==> config.mk <==
export PLATFORM = sky130hd
export DESIGN_NAME = rs232_recv
export DESIGN_NICKNAME = d
export VERILOG_FILES = /design/src/rtl/rs232_recv_pkg.sv /design/src/rtl/rs232_fifo.sv /design/src/rtl/rs232_recv.sv
export SDC_FILE = /design/constraint.sdc
export NUM_CORES = 1
export LEC_CHECK = 0
export ABC_CLOCK_PERIOD_IN_PS = 5500
export CORE_MARGIN = 3
export CORE_UTILIZATION = 55
export DETAILED_ROUTE_END_ITERATION = 8
export PLACE_DENSITY = 0.72
export SETUP_SLACK_MARGIN = 0.1
export SLEW_MARGIN = 20
export SYNTH_ARGS = -nofsm -noshare
export SYNTH_HDL_FRONTEND = slang
export SYNTH_SLANG_ARGS = --single-unit
==> constraint.sdc <==
create_clock -name clock -period 5.5 [get_ports clock]
set_clock_uncertainty 0.15 [all_clocks]
set_input_delay 1.1 -clock clock [delete_from_list [all_inputs] [get_ports clock]]
set_output_delay 1.1 -clock clock [all_outputs]
set_load 0.05 [all_outputs]
==> src/rtl/rs232_recv_pkg.sv <==
// Shared definitions for the FT232 serial link: 8N1 frame constants, receiver
// FSM states and the baud-accumulator width helper used by rs232_send as well.
package rs232_recv_pkg;

    localparam int unsigned DATA_BITS = 8;
    localparam int unsigned BIT_IDX_W = $clog2(DATA_BITS);

    typedef enum logic [2:0] {
        ST_IDLE,
        ST_START,
        ST_DATA,
        ST_STOP,
        ST_WAIT_IDLE
    } rx_state_t;

    // ceil(log2(clock_freq)) + 1: headroom so acc + BAUD_RATE never wraps
    function automatic int unsigned acc_width(input longint unsigned clock_freq);
        int unsigned w;
        w = 0;
        for (int unsigned i = 0; i < 63; i++) begin
            if ((64'd1 << i) < clock_freq) begin
                w = i + 1;
            end
        end
        return w + 1;
    endfunction

endpackage

==> src/rtl/rs232_fifo.sv <==
// First-word-fall-through byte FIFO; a push into a full FIFO is accepted only
// when a pop frees the head slot in the same cycle.
module rs232_fifo
    import rs232_recv_pkg::*;
#(
    parameter int unsigned FIFO_LOG2 = 4
) (
    input  logic                 clock,
    input  logic                 reset,
    input  logic                 push,
    input  logic [DATA_BITS-1:0] wdata,
    input  logic                 pop,
    output logic [DATA_BITS-1:0] rdata,
    output logic [FIFO_LOG2:0]   count,
    output logic [FIFO_LOG2:0]   count_next,
    output logic                 full,
    output logic                 empty
);

    localparam int unsigned           DEPTH   = 2 ** FIFO_LOG2;
    localparam logic [FIFO_LOG2:0]    CNT_ONE = 1;
    localparam logic [FIFO_LOG2:0]    CNT_MAX = (FIFO_LOG2 + 1)'(DEPTH);
    localparam logic [FIFO_LOG2-1:0]  PTR_ONE = 1;

    logic [DATA_BITS-1:0] mem [DEPTH];
    logic [FIFO_LOG2-1:0] wr_ptr;
    logic [FIFO_LOG2-1:0] rd_ptr;
    logic                 do_push;
    logic                 do_pop;

    always_comb begin
        empty      = (count == '0);
        full       = (count == CNT_MAX);
        do_pop     = pop && !empty;
        do_push    = push && (!full || do_pop);
        count_next = count;
        if (do_push && !do_pop) begin
            count_next = count + CNT_ONE;
        end else if (!do_push && do_pop) begin
            count_next = count - CNT_ONE;
        end
        rdata = mem[rd_ptr];
    end

    always_ff @(posedge clock) begin
        if (reset) begin
            wr_ptr <= '0;
            rd_ptr <= '0;
            count  <= '0;
        end else begin
            if (do_push) begin
                wr_ptr <= wr_ptr + PTR_ONE;
            end
            if (do_pop) begin
                rd_ptr <= rd_ptr + PTR_ONE;
            end
            count <= count_next;
        end
    end

    always_ff @(posedge clock) begin
        if (do_push) begin
            mem[wr_ptr] <= wdata;
        end
    end

endmodule

==> src/rtl/rs232_recv.sv <==
// FT232 UART receiver: synchronises rxd, samples mid-bit with a fractional baud
// accumulator, deserialises 8N1 frames into a FWFT FIFO and drives cts_n.
module rs232_recv
    import rs232_recv_pkg::*;
#(
    parameter int unsigned CLOCK_FREQ = 133000000,
    parameter int unsigned BAUD_RATE  = 12000000,
    parameter int unsigned FIFO_LOG2  = 4,
    parameter int unsigned CTS_SLACK  = 4
) (
    input  logic                 clock,
    input  logic                 reset,
    input  logic                 rxd,
    output logic                 cts_n,
    output logic [DATA_BITS-1:0] data,
    output logic                 valid,
    input  logic                 ready,
    output logic                 frame_error,
    output logic                 overrun
);

    localparam int unsigned          ACC_W     = acc_width(longint'(CLOCK_FREQ));
    localparam logic [ACC_W-1:0]     ACC_FREQ  = ACC_W'(CLOCK_FREQ);
    localparam logic [ACC_W-1:0]     ACC_BAUD  = ACC_W'(BAUD_RATE);
    localparam logic [ACC_W-1:0]     ACC_HALF  = ACC_W'(CLOCK_FREQ / 2);
    localparam int unsigned          DEPTH     = 2 ** FIFO_LOG2;
    localparam logic [FIFO_LOG2:0]   CTS_LIMIT = (FIFO_LOG2 + 1)'(DEPTH - CTS_SLACK);
    localparam logic [BIT_IDX_W-1:0] LAST_BIT  = BIT_IDX_W'(DATA_BITS - 1);
    localparam logic [BIT_IDX_W-1:0] IDX_ONE   = 1;

    logic                 rs_meta;
    logic                 rs;

    logic [ACC_W-1:0]     acc;
    logic [ACC_W-1:0]     acc_sum;
    logic                 tick;

    rx_state_t            state;
    rx_state_t            state_next;
    logic [BIT_IDX_W-1:0] bit_idx;
    logic [DATA_BITS-1:0] shreg;
    logic                 load_acc;
    logic                 shift_en;
    logic                 byte_done;
    logic                 frame_bad;

    logic                 fifo_pop;
    logic [FIFO_LOG2:0]   fifo_count;
    logic [FIFO_LOG2:0]   fifo_count_next;
    logic                 fifo_full;
    logic                 fifo_empty;

    always_ff @(posedge clock) begin
        if (reset) begin
            rs_meta <= 1'b1;
            rs      <= 1'b1;
        end else begin
            rs_meta <= rxd;
            rs      <= rs_meta;
        end
    end

    // Remainder is carried across ticks, so bit-period rounding never accumulates
    always_comb begin
        acc_sum = acc + ACC_BAUD;
        tick    = (acc_sum >= ACC_FREQ);
    end

    always_comb begin
        state_next = state;
        load_acc   = 1'b0;
        shift_en   = 1'b0;
        byte_done  = 1'b0;
        frame_bad  = 1'b0;
        case (state)
            ST_IDLE: begin
                if (!rs) begin
                    state_next = ST_START;
                    load_acc   = 1'b1;
                end
            end
            ST_START: begin
                if (tick) begin
                    state_next = rs ? ST_IDLE : ST_DATA;
                end
            end
            ST_DATA: begin
                if (tick) begin
                    shift_en = 1'b1;
                    if (bit_idx == LAST_BIT) begin
                        state_next = ST_STOP;
                    end
                end
            end
            ST_STOP: begin
                if (tick) begin
                    if (rs) begin
                        byte_done  = 1'b1;
                        state_next = ST_IDLE;
                    end else begin
                        frame_bad  = 1'b1;
                        state_next = ST_WAIT_IDLE;
                    end
                end
            end
            ST_WAIT_IDLE: begin
                if (rs) begin
                    state_next = ST_IDLE;
                end
            end
            default: state_next = ST_IDLE;
        endcase
    end

    always_ff @(posedge clock) begin
        if (reset) begin
            state   <= ST_IDLE;
            acc     <= '0;
            bit_idx <= '0;
            shreg   <= '0;
        end else begin
            state <= state_next;
            if (load_acc) begin
                acc <= ACC_HALF;
            end else if (tick) begin
                acc <= acc_sum - ACC_FREQ;
            end else begin
                acc <= acc_sum;
            end
            if (shift_en) begin
                bit_idx <= bit_idx + IDX_ONE;
                shreg   <= {rs, shreg[DATA_BITS-1:1]};
            end else if (state != ST_DATA) begin
                bit_idx <= '0;
            end
        end
    end

    always_comb begin
        valid    = !fifo_empty;
        fifo_pop = valid && ready;
    end

    rs232_fifo #(
        .FIFO_LOG2 (FIFO_LOG2)
    ) u_fifo (
        .clock      (clock),
        .reset      (reset),
        .push       (byte_done),
        .wdata      (shreg),
        .pop        (fifo_pop),
        .rdata      (data),
        .count      (fifo_count),
        .count_next (fifo_count_next),
        .full       (fifo_full),
        .empty      (fifo_empty)
    );

    always_ff @(posedge clock) begin
        if (reset) begin
            cts_n       <= 1'b1;
            frame_error <= 1'b0;
            overrun     <= 1'b0;
        end else begin
            cts_n       <= (fifo_count_next >= CTS_LIMIT);
            frame_error <= frame_bad;
            overrun     <= byte_done && fifo_full && !fifo_pop;
        end
    end

endmodule
==> results of run 1 <==
[power by group]
| part | internal, W | switching, W |
|---|---|---|
| clock | 0.000716 | 0.000515 |
| sequential | 0.00154 | 0.0000796 |
| combinational | 0.000336 | 0.000426 |
[worst paths after layout]
path | end | depth (start not counted) | slack (ps) | start
hold reg to reg | rs$_SDFF_PP1_ | 1 | 270 | rs_meta$_SDFF_PP1_
hold / removal | rs$_SDFF_PP1_ | 1 | 270 | rs_meta$_SDFF_PP1_
setup / recovery | data[3] | 4 | 960 | register
setup reg to reg | u_fifo.mem[2][1]$_DFFE_PP_ | 10 | 1010 | acc[8]$_SDFF_PP0_
[metal layers]
metal	wire length (microns)	share of wire
met1	6741	0.43
met2	7954	0.51
met3	628	0.040
met4	356	0.023
met5	0	0
[sequential cells by signal, summed over array words and instances (netlist names), named ones only]
name and count:
acc 23, rs 1, state 3, u_fifo.mem 128, u_fifo.wr_ptr 4, bit_idx 3, cts_n 1, rs_meta 1
u_fifo.rd_ptr 4, frame_error 1, shreg 8, overrun 1, u_fifo.count 5
[kinds of logic after synthesis]
family                     after synthesis  synth area share
AOI/OAI and AO/OA                       87           0.07221
xor gates and xnor gates                37           0.03954
adders and majority gates               11           0.01679
buffers and inverters                   46           0.02335
DFF                                    187            0.6130
muxes                                   50            0.1221
and+or+nand+nor                        181            0.1130
[worst max-delay path, stage by stage (launching register included)]
cell             delay, ps
dfxtp_2                560
buf_4                  470
mux4_2                 600
mux4_2                 490
clkdlybuf4s50_1        720
[cell type report]
class / instances / area, sq um / share of cell area
Sequential cell: 187 / 5026 / 0.5537
Clock inverter: 14 / 165.2 / 0.01819
Timing Repair Buffer: 21 / 195.2 / 0.02150
Inverter: 15 / 56.30 / 0.006203
Clock buffer: 18 / 429.2 / 0.04728
Multi-Input combinational cell: 366 / 2980 / 0.3283
Tap cell: 180 / 225.2 / 0.02481
[cell usage in the layout (no fill, tap or decap), types with 10 or more instances in the layout]
cell type,instances
a21oi_1,36
clkbuf_16,17
clkdlybuf4s50_1,15
dfxtp_1,58
edfxtp_1,128
ha_1,11
inv_1,15
mux2i_1,10
mux4_2,40
nand2_1,40
nand2b_1,10
nor2_1,59
nor3_1,15
xnor2_1,23
xor2_1,14
[stage by stage]
| step | hold slack (ps) | cell area [sq um] | setup WS [ps] | util | instances |
|---|---|---|---|---|---|
| global placement | 243.3 | 8483 | 1219 | 0.5973 | 769 |
| detailed placement | 248.5 | 8483 | 1002 | 0.5973 | 769 |
| CTS | 266.8 | 9077 | 887.1 | 0.6391 | 801 |
| global route | 299.8 | 9077 | 522.3 | 0.6391 | 801 |
| finish | 266.3 | 9077 | 964.7 | 0.6391 | 801 |
| floorplan | 239.5 | 8197 | 1511 | - | 599 |
==> results.toml, run 1 <==
[worst_setup_path]
cp-end-kind = "primary output"
startpoint_type = "register"
required_ps = 4250
worstSetupPathType = "register to primary output"
critPathArrivalTime_ps = 3290
cp_max_fo = 22

[sta]
worstMarginPinSlew_ps = 1047
rsz0062_at_grt = "no"
finalSetupViolations = 0
finalCriticalPeriod_ps = 4535
fin_tns_setup_ps = 0
relSlewSlack = 0.2997
period_share = 0.8246
max_freq_mhz = 220.5
final_max_slew_viol_count = 0
hold_viol_final = 0

[logic_synthesis]
yosys-top-cells-area = "edfxtp_1 47%, dfxtp_1 14%, mux4_2 11%"
yosysMostFrequentCell = "edfxtp_1"
synth_area_leader_cell = "edfxtp_1"
synth_edf_count = 128
synth_area_per_cell_sq_um = 13.68
synth_ff_type = "edfxtp_1"
yosysUniqueCellTypes = 65
syn_nets = 614
yosys.area.top_type_share = 0.4689
synth_common_cells = "128 x edfxtp_1, 59 x dfxtp_1, 59 x nor2_1"
synth_seq_cells = 187
ys_seq_area_frac = 0.6130
async_flop_share = 0
syn_area_sq_mm = 0.008197
synthCells = 599
ys_warn_count = 0

[route]
drc_errors = 0
final_antenna_net_count = 0
first_iter_violations = 454
wl_per_cell_microns = 19.58
routed_wl_microns = 15680
num_vias = 4804
dr.pass1.iters = 5
vias_per_cell = 5.998

[global_routing]
grt-busiest-layer = "met2"
grt_first_pass_wirelength_microns = 25680
grt_usage = 0.2072
grt-ovfl-total = 0
use_met3 = 0.04542
grt_pass1_vias = 4879
met2_usage = 0.3432
antenna_found_initial = 0
grtUsageMet1 = 0.2678
grt_max_degree = 47

[finish]
nets = 623
num_antenna_cells = 0
fillers = 1034
drive_above_1_share = 0.1530
syn2layout_area_growth_pct = 10.75

[floorplanning]
core-area_sq_mm = 0.01420
die-height_microns = 128.1
die_area_sq_mm = 0.01640
io_pins = 16
die_w_microns = 128.1
rows = 43
initial_core_util = 0.5771

[placement]
port_buffers = 15
hpwl_microns = 10300
place_congestion = 0.8414

[cts]
cts_htree_levels = 4
post_cts_buffers = 0
clock_latency_ps = 430
cts_tree = "built"
ctsLongestPathBuffers = 2
cts_hold_repair.buffers = 0
path_clk_slew_ps = 60
cts-buffers-inserted = 17
cts-resized-gates = 0
clockRootBuffer = "clkbuf_16"
numClockSinks = 187

[power]
power_density_mw_per_mm2 = 398.1
p_leak_nw = 2.925
vdd_drop_max_uv = 214.2
power_w = 0.003614

[outcome]
outcome = "finished clean"

[worst_hold_path]
min-delay-path-class = "register to register"

[job]
drv_cap = 0
(Power assumes the default switching activity.)
==> run 2, diff against run 1 <==
ABC_CLOCK_PERIOD_IN_PS = 4200   (was 5500)
clock period = 4.2 ns   (was 5.5 ns; I/O delays follow)
==> results.toml, run 2 (synthesis results as in run 1) <==
[outcome]
outcome = "finished clean"

[placement]
dp_cells = 785
port_buffers = 15
place_congestion = 0.8585
hpwl_microns = 10860

[route]
final_antenna_net_count = 0
drc_errors = 0
wl_per_cell_microns = 20.46
vias_per_cell = 6.054
num_vias = 4952
first_iter_violations = 367
dr.pass1.iters = 4
routed_wl_microns = 16730

[worst_setup_path]
cp-end-kind = "primary output"
worstSetupPathType = "register to primary output"
crit_slowest_cell = "clkdlybuf4s50_1"
startpoint_type = "register"
path_cells = "buf_12 > mux4_2 > mux4_2 > clkdlybuf4s50_1"
crit_path_frequent_cell = "mux4_2"
required_ps = 3210
critPathArrivalTime_ps = 2850
cpPeakStageDelay_ps = 710
cp_max_fo = 32

[power]
power_w = 0.004791
switchingPower_w = 0.001371
p_leak_nw = 3.038
p_int_w = 0.003420
p_comb_frac = 0.217
vdd_drop_max_uv = 274.9
netSwitchingFraction = 0.2862
power_density_mw_per_mm2 = 518.1
p_seq_frac = 0.441
clkPwrFrac = 0.342

[floorplanning]
die_w_microns = 128.1
rows = 43
initial_core_util = 0.5771
die_area_sq_mm = 0.01640
die-height_microns = 128.1
core-area_sq_mm = 0.01420
io_pins = 16

[finish]
syn2layout_area_growth_pct = 12.82
largest_register_ffs = 128
final_common_cell = "edfxtp_1"
layout_common_cells = "128 x edfxtp_1, 59 x nor2_1, 57 x dfxtp_1"
regMostFlops = "u_fifo.mem"
nets = 640
drive_above_1_share = 0.1834
finalCoreUtilization = 0.6511
num_antenna_cells = 0
fillers = 1034
fin_cells = 818
top_regs = "u_fifo.mem (128), acc (23), shreg (8)"

[sta]
relSlewSlack = 0.4938
period_share = 0.9151
fin_tns_setup_ps = 0
finalSetupViolations = 0
finalCriticalPeriod_ps = 3843
hold_viol_final = 0
rsz0062_at_grt = "no"
final_max_slew_viol_count = 0
max_freq_mhz = 260.2
worstMarginPinSlew_ps = 758.2

[global_routing]
antenna_found_initial = 1
grt_usage = 0.2191
grt-ovfl-total = 0
grt_pass1_vias = 5004
grt_first_pass_wirelength_microns = 27010
grt_max_degree = 33

[cts]
cts_tree = "built"
cts_hold_repair.buffers = 0
path_clk_slew_ps = 70
numClockSinks = 187
cts_htree_levels = 4
clock_latency_ps = 440
clockRootBuffer = "clkbuf_16"
ctsLongestPathBuffers = 2
cts-buffers-inserted = 17

[job]
drv_cap = 0

[worst_hold_path]
min-delay-path-class = "register to register"
[run 2: cell count changes in the layout (fill, tap and decap cells not counted), sizes merged]
cell      change
bufinv        -2
clkbuf        +5
clkinv        -2
buf          +17
clkinvlp      -1
[run 2: metrics by stage]
| stage | worst slack (ps) | instance area, sq um | hold slack (ps) |
|---|---|---|---|
| final | 356.6 | 9248 | 263.6 |
| after global routing | 91.36 | 9248 | 276.8 |
| after CTS | 276.3 | 9233 | 267.1 |
| after detailed placement | 318.5 | 8616 | 248.4 |
| after global placement | 396.8 | 8616 | 243.0 |
| after floorplan | 210.9 | 8197 | 239.5 |
[run 2: worst paths after layout]
check	from	endpoint	slack (ps)	cells past startpoint
worst max register to register	acc[8]$_SDFF_PP0_	shreg[6]$_SDFFE_PP0P_	410	13
worst min register to register	rs_meta$_SDFF_PP1_	rs$_SDFF_PP1_	260	1
worst max-delay path	register	data[2]	360	4
worst min-delay path	rs_meta$_SDFF_PP1_	rs$_SDFF_PP1_	260	1
[run 2: what timing repair did]
action,CTS,global route
endpoints found under the setup margin,0,140
gates resized for setup,0,4
buffers inserted,0,1
[run 2: worst max-delay path, delay by kind of cell, from the launching register on]
family / cells / cell delay (ps)
multiplexers: 2 / 1080
flip-flops: 1 / 340
buffers and inverters: 2 / 960
[run 2: layer usage]
layer	vias to the layer above	GRT usage	part of all wire
met1	2454	0.2751	0.41
met5	-	0	0.00078
li1	2320	-	-
met4	2	0.07366	0.022
met2	146	0.3743	0.52
met3	30	0.05333	0.049
[run 2: power by group through the flow]
stage               Sequential [W]  Clock [W]  Combinational [W]
detailed placement         0.00215          0            0.00103
CTS                        0.00211    0.00167            0.00104
global placement           0.00214          0            0.00102
finish                     0.00211    0.00164            0.00104
floorplan                  0.00212          0           0.000817
global route               0.00212    0.00173            0.00113
[run 2: layout make-up]
cell class              instances  area, sq um  area share
inverters                      15        56.30    0.006088
clock buffers                  23        521.8     0.05642
flip-flops and latches        187         5027      0.5436
repair buffers                 38        335.3     0.03626
multi-input cells             366         2987      0.3230
well taps                     180        225.2     0.02435
clock inverters                 9        95.09     0.01028
